**config.mk**
```make
export PLATFORM = sky130hd
export DESIGN_NAME = bitserial_mac_engine
export DESIGN_NICKNAME = d
export VERILOG_FILES = /design/src/rtl/bitserial_mac_engine.sv
export SDC_FILE = /design/constraint.sdc
export NUM_CORES = 1
export LEC_CHECK = 0
export CAP_MARGIN = 40
export CORE_AREA = 2 2 343 175
export CTS_CLUSTER_DIAMETER = 60
export CTS_CLUSTER_SIZE = 10
export DETAILED_ROUTE_END_ITERATION = 7
export DIE_AREA = 0 0 345 177
export SETUP_SLACK_MARGIN = 0.5
export SYNTH_ARGS = -nofsm -noshare
export SYNTH_HDL_FRONTEND = slang
export SYNTH_SLANG_ARGS = --single-unit
```
**constraint.sdc**
```tcl
create_clock -name clk -period 14.7 [get_ports clk]
set_clock_uncertainty 0.15 [all_clocks]
set_input_delay 2.94 -clock clk [delete_from_list [all_inputs] [get_ports clk]]
set_output_delay 2.94 -clock clk [all_outputs]
set_load 0.005 [all_outputs]
```
**src/rtl/bitserial_mac_engine.sv**
```systemverilog
// Bit-serial multi-lane MAC: weight bits are consumed LSB first, one per cycle, and each lane accumulates into a saturating register.
// Latency is P RUN cycles plus one DONE cycle; the result is held in DONE until out_ready, and in_ready is high only in IDLE.
module bitserial_mac_engine #(
  parameter int AW    = 8,
  parameter int WW    = 8,
  parameter int ACCW  = 20,
  parameter int LANES = 4
) (
  input  logic                     clk,
  input  logic                     rstn,
  input  logic                     in_valid,
  output logic                     in_ready,
  input  logic [LANES*AW-1:0]      act,
  input  logic [LANES*WW-1:0]      wgt,
  input  logic [$clog2(WW+1)-1:0]  prec,
  input  logic                     signed_mode,
  input  logic                     acc_clr,
  output logic                     out_valid,
  input  logic                     out_ready,
  output logic [LANES*ACCW-1:0]    acc_out,
  output logic [LANES-1:0]         ovf
);

  localparam int PW  = $clog2(WW+1);
  localparam int PRW = AW + WW;

  typedef enum logic [1:0] {IDLE, RUN, DONE} state_t;

  state_t              state, state_nx;
  logic [LANES*AW-1:0] act_r;
  logic [LANES*WW-1:0] wgt_r;
  logic [PW-1:0]       p_r, p_eff, k;
  logic                sm_r;
  logic                accept, last;

  assign p_eff  = (prec == '0 || prec > PW'(WW)) ? PW'(WW) : prec;
  assign accept = in_valid && (state == IDLE);
  assign last   = (k == p_r - 1'b1);

  always_comb begin
    state_nx  = state;
    in_ready  = 1'b0;
    out_valid = 1'b0;
    case (state)
      IDLE: begin
        in_ready = 1'b1;
        if (in_valid) state_nx = RUN;
      end
      RUN:  if (last) state_nx = DONE;
      DONE: begin
        out_valid = 1'b1;
        if (out_ready) state_nx = IDLE;
      end
      default: state_nx = IDLE;
    endcase
  end

  always_ff @(posedge clk or negedge rstn) begin
    if (!rstn) begin
      state <= IDLE;
      act_r <= '0;
      wgt_r <= '0;
      p_r   <= '0;
      sm_r  <= 1'b0;
      k     <= '0;
    end else begin
      state <= state_nx;
      if (accept) begin
        act_r <= act;
        wgt_r <= wgt;
        p_r   <= p_eff;
        sm_r  <= signed_mode;
        k     <= '0;
      end else if (state == RUN) begin
        k <= last ? '0 : k + 1'b1;
      end
    end
  end

  for (genvar i = 0; i < LANES; i++) begin : g_lane
    logic [AW-1:0]   a;
    logic [WW-1:0]   w;
    logic            wbit, sat;
    logic [PRW-1:0]  a_ext, term, prod, prod_nx;
    logic [ACCW:0]   prod_acc, sum;
    logic [ACCW-1:0] acc, acc_sat;
    logic            ovf_q;

    assign a        = act_r[i*AW +: AW];
    assign w        = wgt_r[i*WW +: WW];
    assign wbit     = |(w & (WW'(1) << k));
    assign a_ext    = {{WW{sm_r & a[AW-1]}}, a};
    assign term     = wbit ? (a_ext << k) : '0;
    // Top weight bit of a two's-complement weight carries negative weight.
    assign prod_nx  = (sm_r && last) ? prod - term : prod + term;
    assign prod_acc = {{(ACCW+1-PRW){sm_r & prod_nx[PRW-1]}}, prod_nx};
    assign sum      = {acc[ACCW-1], acc} + prod_acc;
    assign sat      = sum[ACCW] ^ sum[ACCW-1];
    assign acc_sat  = sum[ACCW] ? {1'b1, {(ACCW-1){1'b0}}} : {1'b0, {(ACCW-1){1'b1}}};

    always_ff @(posedge clk or negedge rstn) begin
      if (!rstn) begin
        prod  <= '0;
        acc   <= '0;
        ovf_q <= 1'b0;
      end else if (state == IDLE) begin
        if (acc_clr) begin
          acc   <= '0;
          ovf_q <= 1'b0;
        end
        if (in_valid) prod <= '0;
      end else if (state == RUN) begin
        prod <= prod_nx;
        if (last) begin
          acc <= sat ? acc_sat : sum[ACCW-1:0];
          if (sat) ovf_q <= 1'b1;
        end
      end
    end

    assign acc_out[i*ACCW +: ACCW] = acc;
    assign ovf[i]                  = ovf_q;
  end

endmodule

```
Word level (Yosys, flattened, before mapping)
Cells that the tools add are included.
W data, S select, Z words.
{"block": "totals", "ff_bits": 223, "output_inout_bits": 86, "wordCells": 149, "in_bits": 74}
{"block": "op_classes", "order_cmp": 1, "n_mux": 65, "addsub": 14, "n_reduce_logical": 23, "shifts": 5, "n_eq_ne": 7, "bitwise_logic": 16}
{"operator": "$mux W20", "count": 21}
{"operator": "$mux W16", "count": 17}
{"operator": "$add A20 B17 Y21", "count": 4}
{"operator": "$add A16 B16 Y16", "count": 4}
{"operator": "$shl A16 B4 Y16", "count": 4}
{"operator": "$sub A16 B16 Y16", "count": 4}
{"operator": "$and A8 B8 Y8", "count": 4}
{"operator": "$reduce_or A8 Y1", "count": 4}
{"operator": "$mux W1", "count": 19}
{"operator": "$mux W4", "count": 4}
{"operator": "$reduce_and A4 Y1", "count": 4}
{"operator": "$reduce_bool A2 Y1", "count": 7}
{"operator": "$and A1 B1 Y1", "count": 8}
{"operator": "$ne A2 B2 Y1 const B", "count": 4}
{"operator": "$shl A1 B4 Y8 const A", "count": 1}
{"operator": "$mux W2", "count": 3}
{"operator": "$pmux W2 S3", "count": 1}
{"operator": "$reduce_and A3 Y1", "count": 2}
{"operator": "$add A4 B1 Y4 const B", "count": 1}
{"operator": "$eq A4 B4 Y1", "count": 1}
{"operator": "$gt A4 B4 Y1 const B", "count": 1}
{"operator": "$logic_not A4 Y1", "count": 1}
{"operator": "$sub A4 B1 Y4 const B", "count": 1}
{"operator": "$xor A1 B1 Y1", "count": 4}
{"operator": "6 further kinds", "count": 7}

Logic depth before layout (Yosys ltp)
Gate-level depths: netlist (run 1).
{"block": "depth", "depth_word": 13, "mapped_depth": 43, "ltp_nobuf": 37}

Worst setup path before layout (run 1)
No wires, ideal clock.
{"block": "synth_timing", "path_type": "reg-to-reg", "start": "register k[2]", "end": "register g_lane[2].acc[6]", "setup_ns": 0.146, "setup_slack_ns": 6.080, "synth_period_minus_slack_ns": 8.620, "arrival_time_ns": 8.324, "path_buffers": 7, "path_stages_with_launch": 42, "t_required_ns": 14.404, "path_cell_list": "dfrtp_1 > buf_2 > inv_1 > buf_1 > buf_1 > clkbuf_1 > ha_1 > a22oi_1 > and3_1 > or2_2 > clkbuf_1 > or3_1 > ha_1 > nor2_1 > xor2_1 > ha_1 > nor2b_1 > o21ai_0 > [... 6 more ...] > o21ai_0 > a21boi_0 > or3_1 > and2_1 > ha_1 > a211o_1 > o21ai_0 > o21ai_0 > a21oi_1 > o21ba_2 > a31oi_1 > o41a_1 > o31a_1 > o31ai_2 > or2_0 > buf_4 > buf_6 > o211ai_1"}
{"block": "synth_between", "elab_chain_cells": 13, "elab_cells_between_ends": 20, "cone_classes": "3 x add/sub; 1 x eq/ne; 2 x shift; 7 x mux; 3 x bitwise; 4 x reduce/logical"}
{"item": "start: declaration", "line": "32", "source": "logic [PW-1:0] p_r, p_eff, k;"}
{"item": "start signal: assignment", "line": "75", "source": "k <= last ? '0 : k + 1'b1;"}
{"item": "$shl A1 B4 Y8", "line": "91", "source": "assign wbit = |(w & (WW'(1) << k));"}
{"item": "$and A8 B8 Y8", "line": "91"}
{"item": "$reduce_or A8 Y1", "line": "91"}
{"item": "$mux W16", "line": "93", "source": "assign term = wbit ? (a_ext << k) : '0;"}
{"item": "$add A16 B16 Y16 or $sub A16 B16 Y16 (tied branches)", "line": "95", "source": "assign prod_nx = (sm_r && last) ? prod - term : prod + term;"}
{"item": "$mux W16", "line": "95"}
{"item": "$and A1 B1 Y1", "line": "96", "source": "assign prod_acc = {{(ACCW+1-PRW){sm_r & prod_nx[PRW-1]}}, prod_nx};"}
{"item": "$add A20 B17 Y21", "line": "97", "source": "assign sum = {acc[ACCW-1], acc} + prod_acc;"}
{"item": "$mux W20 or $xor A1 B1 Y1 (tied branches)", "line": "99, 98"}
{"item": "$mux W20", "line": "115", "source": "acc <= sat ? acc_sat : sum[ACCW-1:0];"}
{"item": "$mux W20", "line": "114", "source": "if (last) begin"}
{"item": "$mux W20", "line": "112", "source": "end else if (state == RUN) begin"}
{"item": "$mux W20", "line": "106", "source": "end else if (state == IDLE) begin"}
{"item": "end signal: assignment", "line": "115"}
{"item": "end: declaration", "line": "86", "source": "logic [ACCW-1:0] acc, acc_sat;"}
Several ways; a longest one is shown, not always the timed one. The select of a mux whose other input is x is not followed.
A chain may end at the register's enable or synchronous reset.

Final worst setup path (run 1)
{"block": "layout_timing", "start": "register k[2]", "end": "register g_lane[2].acc[4]"}
Same word-level chain as after synthesis.

==> flow_summary.json, run 1 <==
{
  "status": "complete, no violations",
  "synth_edf_count": 0,
  "grt_usage_pct": 20.6,
  "fin_crit_ps": 9880,
  "holdBufCountCts": 0,
  "syn_avg_cell_area_um2": 8.06,
  "finalSetupViolCount": 0,
  "slew_viol_final": 0,
  "r2r_cells": 35,
  "postCtsResizedCells": 0,
  "cts_root_buf": "clkbuf_16",
  "synth_top_area_cell": "dfrtp_1",
  "numPortBuffers": 159,
  "crit_required_ps": 14970,
  "grt_overflow": 0,
  "hold_path_end": "wgt_r[23]$_DFFE_PN0P_",
  "syn_to_final_growth_pct": 15.6,
  "syn_nets": 2735,
  "yosysWarnings": 0,
  "hold_slack_ps": 326,
  "worst_pin_slew_ps": 905,
  "cp.arrival_ps": 10150,
  "max_freq_mhz": 101,
  "r2r-end": "g_lane[2].acc[4]$_DFFE_PN0P_",
  "critPathSlowestCell": "or2_0",
  "hold_depth": 2,
  "cts_tree": "done",
  "gp_congestion": 0.943,
  "clkSlewWorstSetupHoldPaths_ps": 60,
  "io_pins": 160,
  "instances_no_fill": 3383,
  "synth_top_area_share_pct": 27.7,
  "period_share_pct": 67.2,
  "via_per_inst": 5.67,
  "post_cts_buffers": 0,
  "diodes": 0,
  "setup_tns_ps": 0,
  "syn_area_mm2": 0.0202,
  "first_iter_violations": 1841,
  "utilization_pct": 40.0,
  "h-tree-depth": 1,
  "reg2reg_from": "k[2]$_DFFE_PN0P_",
  "dp_cells": 3340,
  "cts_made_buffers": 29,
  "nets": 2824,
  "min-delay-start": "wgt_r[23]$_DFFE_PN0P_",
  "finalHoldViolCount": 0,
  "crit_path_frequent_cell": "o21ai_0",
  "mostFrequentLayoutCells": "438 x nand2_1, 220 x dfrtp_1, 185 x nor2_1, 185 x o21ai_0, 158 x clkdlybuf4s50_1",
  "cp-start-kind": "flip-flop",
  "core_mm2": 0.0583,
  "rsz0062_at_grt": "false",
  "antenna_left": 0,
  "grt_pass1_vias": 18500,
  "grt_pass1_wl_um": 103000,
  "via_count": 19200,
  "clkSinkCount": 223,
  "routed_wl_um": 64200,
  "cp_max_fo": 73,
  "yosys_register_bits": 223,
  "slowest_delay_ps": 750,
  "clockBufferDepth": 3,
  "die_x_um": 345,
  "hp-class": "reg2reg",
  "synth-async-reset-ratio_pct": 100,
  "drv_cap": 0,
  "syn_inst": 2502,
  "netlist_top_cells_area": "dfrtp_1 28%, ha_1 9.4%, nand2_1 8.2%",
  "clkLatencyLatePin_ps": 610,
  "antenna_found_initial": 0,
  "dieArea_mm2": 0.0611,
  "drive_above_1_share_pct": 5.69,
  "dp_hpwl_um": 48300,
  "start_util_pct": 34.6,
  "reg2reg_slack_ps": 4820,
  "critPathKind": "reg2reg",
  "synth.distinct_cells": 100,
  "drt_first_pass_iters": 6,
  "routedWlPerCell_um": 19.0,
  "relSlewSlack_pct": 38.9,
  "drc": 0,
  "rows": 63,
  "final_common_cell": "nand2_1",
  "grt_start_max_net_pins": 101,
  "synthFlopType": "dfrtp_1",
  "critPathCaptureType": "flip-flop",
  "ys_seq_area_share_pct": 27.7,
  "die_y_um": 177
}
synthesized netlist by cell type (15+ instances only):
| cell | n |
|---|---|
| nand3_1 | 66 |
| a21oi_1 | 147 |
| and2_1 | 22 |
| o21ai_0 | 185 |
| buf_1 | 15 |
| a21o_1 | 47 |
| ha_1 | 151 |
| mux2_2 | 20 |
| a21boi_0 | 19 |
| a211oi_1 | 28 |
| o211ai_1 | 34 |
| nor2b_1 | 42 |
| xnor2_1 | 99 |
| mux2i_1 | 35 |
| clkbuf_1 | 80 |
| nand2_1 | 439 |
| or3_1 | 29 |
| nand2b_1 | 37 |
| a22o_1 | 32 |
| mux4_2 | 16 |
| nor2_1 | 186 |
| nor3_1 | 58 |
| xor2_1 | 44 |
| o21a_1 | 36 |
| dfrtp_1 | 223 |
| inv_1 | 89 |
| a221o_1 | 32 |
| o31a_1 | 15 |
kinds of logic (layout without fill, tap and decap cells):
family,count (synthesis),after routing,synth area share (%)
AO/OA/AOI/OAI,723,723,24.3
XOR/XNOR,145,145,6.41
adder cells (fa/ha/maj),163,163,10.4
buffers and inverters,222,323,4.78
flip-flops,223,223,27.7
multiplexers,73,73,4.82
AND/OR/NAND/NOR,953,953,21.7
critical path: cells and delay by family (launching register included):
| kind | cells | cell delay [ps] |
|---|---|---|
| buf+inv | 1 | 670 |
| simple gates | 10 | 2730 |
| xor+xnor | 1 | 170 |
| flops | 1 | 580 |
| fa+ha+maj | 4 | 1250 |
| compound gates | 19 | 4120 |
sequential cells by signal (all words and copies together) (netlist names):
name          count
act_r            32
g_lane.acc       80
g_lane.ovf_q      4
g_lane.prod      64
k                 4
p_r               4
sm_r              1
state             2
wgt_r            32
final cells by class:
cell class | count | area, um2
fill | 5868 | 35000
multi-input combinational | 2057 | 13700
sequential | 223 | 5590
timing repair buffer | 186 | 1860
tap | 780 | 976
clock buffer | 36 | 782
inverter | 94 | 353
clock inverter | 7 | 109
metrics by stage:
stage	worst slack [ps]	cell area [um2]
after global routing	3940	23300
after global placement	5000	22300
final	4820	23300
after CTS	4980	23300
after detailed placement	5070	22400
after floorplan	6080	20200
layer usage:
| metal | share of wire, % | vias to the layer above | wire [um] | GRT usage (%) |
|---|---|---|---|---|
| met2 | 43 | 612 | 27600 | 31.3 |
| met3 | 6.2 | 66 | 3990 | 3.49 |
| met4 | 1.2 | 0 | 756 | 3.07 |
| li1 | - | 9181 | - | - |
| met5 | 0 | - | 0 | 0 |
| met1 | 50 | 9317 | 31900 | 31.0 |
worst max-delay path by stage:
stage,startpoint,end,cells past startpoint
detailed placement,k[2]$_DFFE_PN0P_,g_lane[2].acc[4]$_DFFE_PN0P_,35
finish,k[2]$_DFFE_PN0P_,g_lane[2].acc[4]$_DFFE_PN0P_,35
global placement,k[2]$_DFFE_PN0P_,g_lane[2].acc[17]$_DFFE_PN0P_,35
global route,k[2]$_DFFE_PN0P_,g_lane[2].acc[15]$_DFFE_PN0P_,35
CTS,k[2]$_DFFE_PN0P_,g_lane[2].acc[4]$_DFFE_PN0P_,35
floorplan,k[2]$_DFFE_PN0P_,g_lane[2].acc[6]$_DFFE_PN0P_,41
Power of run 1 is not shown: default switching activity piles up to over one toggle a cycle in this logic, so the estimate is an artifact.
==> inputs of run 2 (changes only) <==
- clock period: 14.7 -> 8.39 ns (I/O delays scaled with it)
==> flow_summary.json, run 2 (same netlist as run 1, synthesis figures left out) <==
{
  "core_mm2": 0.0583,
  "crit_required_ps": 8760,
  "status": "complete, no violations",
  "start_util_pct": 34.6,
  "drc": 0,
  "antenna_found_initial": 0,
  "slew_viol_final": 0,
  "clkLatencyLatePin_ps": 610,
  "grt_pass1_wl_um": 103000,
  "wl_met2_um": 28100,
  "slowest_delay_ps": 510,
  "grt_pass1_vias": 18100,
  "diodes": 0,
  "routed_wl_um": 65900,
  "drive_above_1_share_pct": 9.51,
  "antenna_left": 0,
  "r2r-end": "g_lane[2].acc[5]$_DFFE_PN0P_",
  "finalSetupViolCount": 0,
  "cp-start-kind": "flip-flop",
  "cts_made_buffers": 30,
  "r2r_cells": 35,
  "finalHoldViolCount": 0,
  "critPathSlowestCell": "dfrtp_4",
  "rsz0062_at_grt": "true",
  "grt_overflow": 0,
  "cts_tree": "done",
  "die_y_um": 177,
  "crit_path_frequent_cell": "a21boi_2",
  "first_iter_violations": 1822,
  "period_share_pct": 91.6,
  "clkSinkCount": 223,
  "reg2reg_slack_ps": 700,
  "cts_root_buf": "clkbuf_16",
  "top_register": "g_lane.acc",
  "grt_usage_pct": 20.7,
  "hp-class": "reg2reg",
  "io_pins": 160,
  "highest_layer": "met4",
  "fill_cells": 5827,
  "fin_crit_ps": 7690,
  "drt-met1-wl_um": 32600,
  "crit_start": "k[0]$_DFFE_PN0P_",
  "die_x_um": 345,
  "dr_wl_met3_um": 4430,
  "cp.arrival_ps": 8060,
  "relSlewSlack_pct": 41.1,
  "critPathKind": "reg2reg",
  "routedWlPerCell_um": 19.2,
  "drv_cap": 0,
  "gp_congestion": 0.941,
  "holdBufCountCts": 0,
  "clkSlewWorstSetupHoldPaths_ps": 60,
  "syn_to_final_growth_pct": 19.6,
  "hold_depth": 2,
  "reg2reg_from": "k[0]$_DFFE_PN0P_",
  "largest_reg_flops": 80,
  "via_count": 19400,
  "via_per_inst": 5.65,
  "mostFrequentLayoutCells": "438 x nand2_1, 220 x dfrtp_1, 183 x nor2_1, 161 x o21ai_0, 158 x clkdlybuf4s50_1",
  "numPortBuffers": 159,
  "final_common_cell": "nand2_1",
  "setup_tns_ps": 0,
  "drt_first_pass_iters": 6,
  "cp_max_fo": 8,
  "critPathCaptureType": "flip-flop",
  "worst_pin_slew_ps": 881,
  "clockBufferDepth": 3,
  "largestRegisters": "g_lane.acc: 80 flops, g_lane.prod: 64 flops",
  "h-tree-depth": 1,
  "dp_hpwl_um": 49000,
  "multiInputGateArea_mm2": 0.0140,
  "rows": 63,
  "crit_end": "g_lane[2].acc[5]$_DFFE_PN0P_",
  "seqCellArea_mm2": 0.00559,
  "max_freq_mhz": 130,
  "nets": 2880,
  "grt_start_max_net_pins": 81,
  "dieArea_mm2": 0.0611
}
run 2: cell types whose count changed in the layout (fill, tap and decap cells not counted), moves of 5 or more:
| cell | previous run | this run |
|---|---|---|
| o21ai_2 | 0 | 5 |
| buf_4 | 23 | 69 |
| o21ai_0 | 185 | 161 |
| o21ai_1 | 8 | 25 |
| ha_1 | 151 | 145 |
| a21boi_0 | 19 | 11 |
run 2: metrics by stage:
stage | util (%) | std cells | worst slack, ps | cell area [um2] | hold slack [ps]
after global placement | 38.7 | 3364 | 248 | 22600 | 310
after floorplan | - | 2502 | 514 | 20200 | 290
final | 41.3 | 3440 | 702 | 24100 | 325
after global routing | 41.3 | 3440 | 394 | 24100 | 347
after CTS | 40.6 | 3425 | 517 | 23700 | 328
after detailed placement | 38.8 | 3368 | -31.2 | 22700 | 312
run 2: critical path, delay by kind of cell, from the launching register on:
| family | cells | cell delay (ps) |
|---|---|---|
| AO/OA/AOI/OAI | 20 | 3430 |
| AND/OR/NAND/NOR | 8 | 2090 |
| adder cells (fa/ha/maj) | 4 | 890 |
| flip-flops | 1 | 510 |
| buffers and inverters | 2 | 300 |
| XOR/XNOR | 1 | 210 |
run 2: metal layers:
layer  GRT usage (%)  vias to the layer above
li1                -                     9313
met1            32.0                     9422
met2            30.4                      630
met3            3.26                       65
met4            3.34                        0
met5               0                        -
run 2: cell type report:
| type | instances | share of cell area [%] |
|---|---|---|
| clock buffer | 35 | 3.23 |
| timing repair buffer | 241 | 9.69 |
| sequential | 223 | 23.2 |
| multi-input combinational | 2057 | 57.8 |
| clock inverter | 10 | 0.529 |
| tap | 780 | 4.05 |
| inverter | 94 | 1.48 |
run 2: repair_timing:
| action | 4_1_cts | 5_1_grt |
|---|---|---|
| gates cloned | 0 | 2 |
| gates resized for setup | 13 | 85 |
| pin swaps | 5 | 22 |
| buffers inserted | 12 | 13 |
| endpoints found under the setup margin | 68 | 83 |
run 2: how the worst min path moves through the flow:
stage | start | end
final | wgt_r[17]$_DFFE_PN0P_ | wgt_r[17]$_DFFE_PN0P_
after global routing | wgt_r[4]$_DFFE_PN0P_ | wgt_r[4]$_DFFE_PN0P_
after CTS | wgt_r[27]$_DFFE_PN0P_ | wgt_r[27]$_DFFE_PN0P_
after detailed placement | wgt_r[14]$_DFFE_PN0P_ | wgt_r[14]$_DFFE_PN0P_
after global placement | wgt_r[14]$_DFFE_PN0P_ | wgt_r[14]$_DFFE_PN0P_
after floorplan | wgt_r[14]$_DFFE_PN0P_ | wgt_r[14]$_DFFE_PN0P_
Power of run 2 is left out for the same reason.
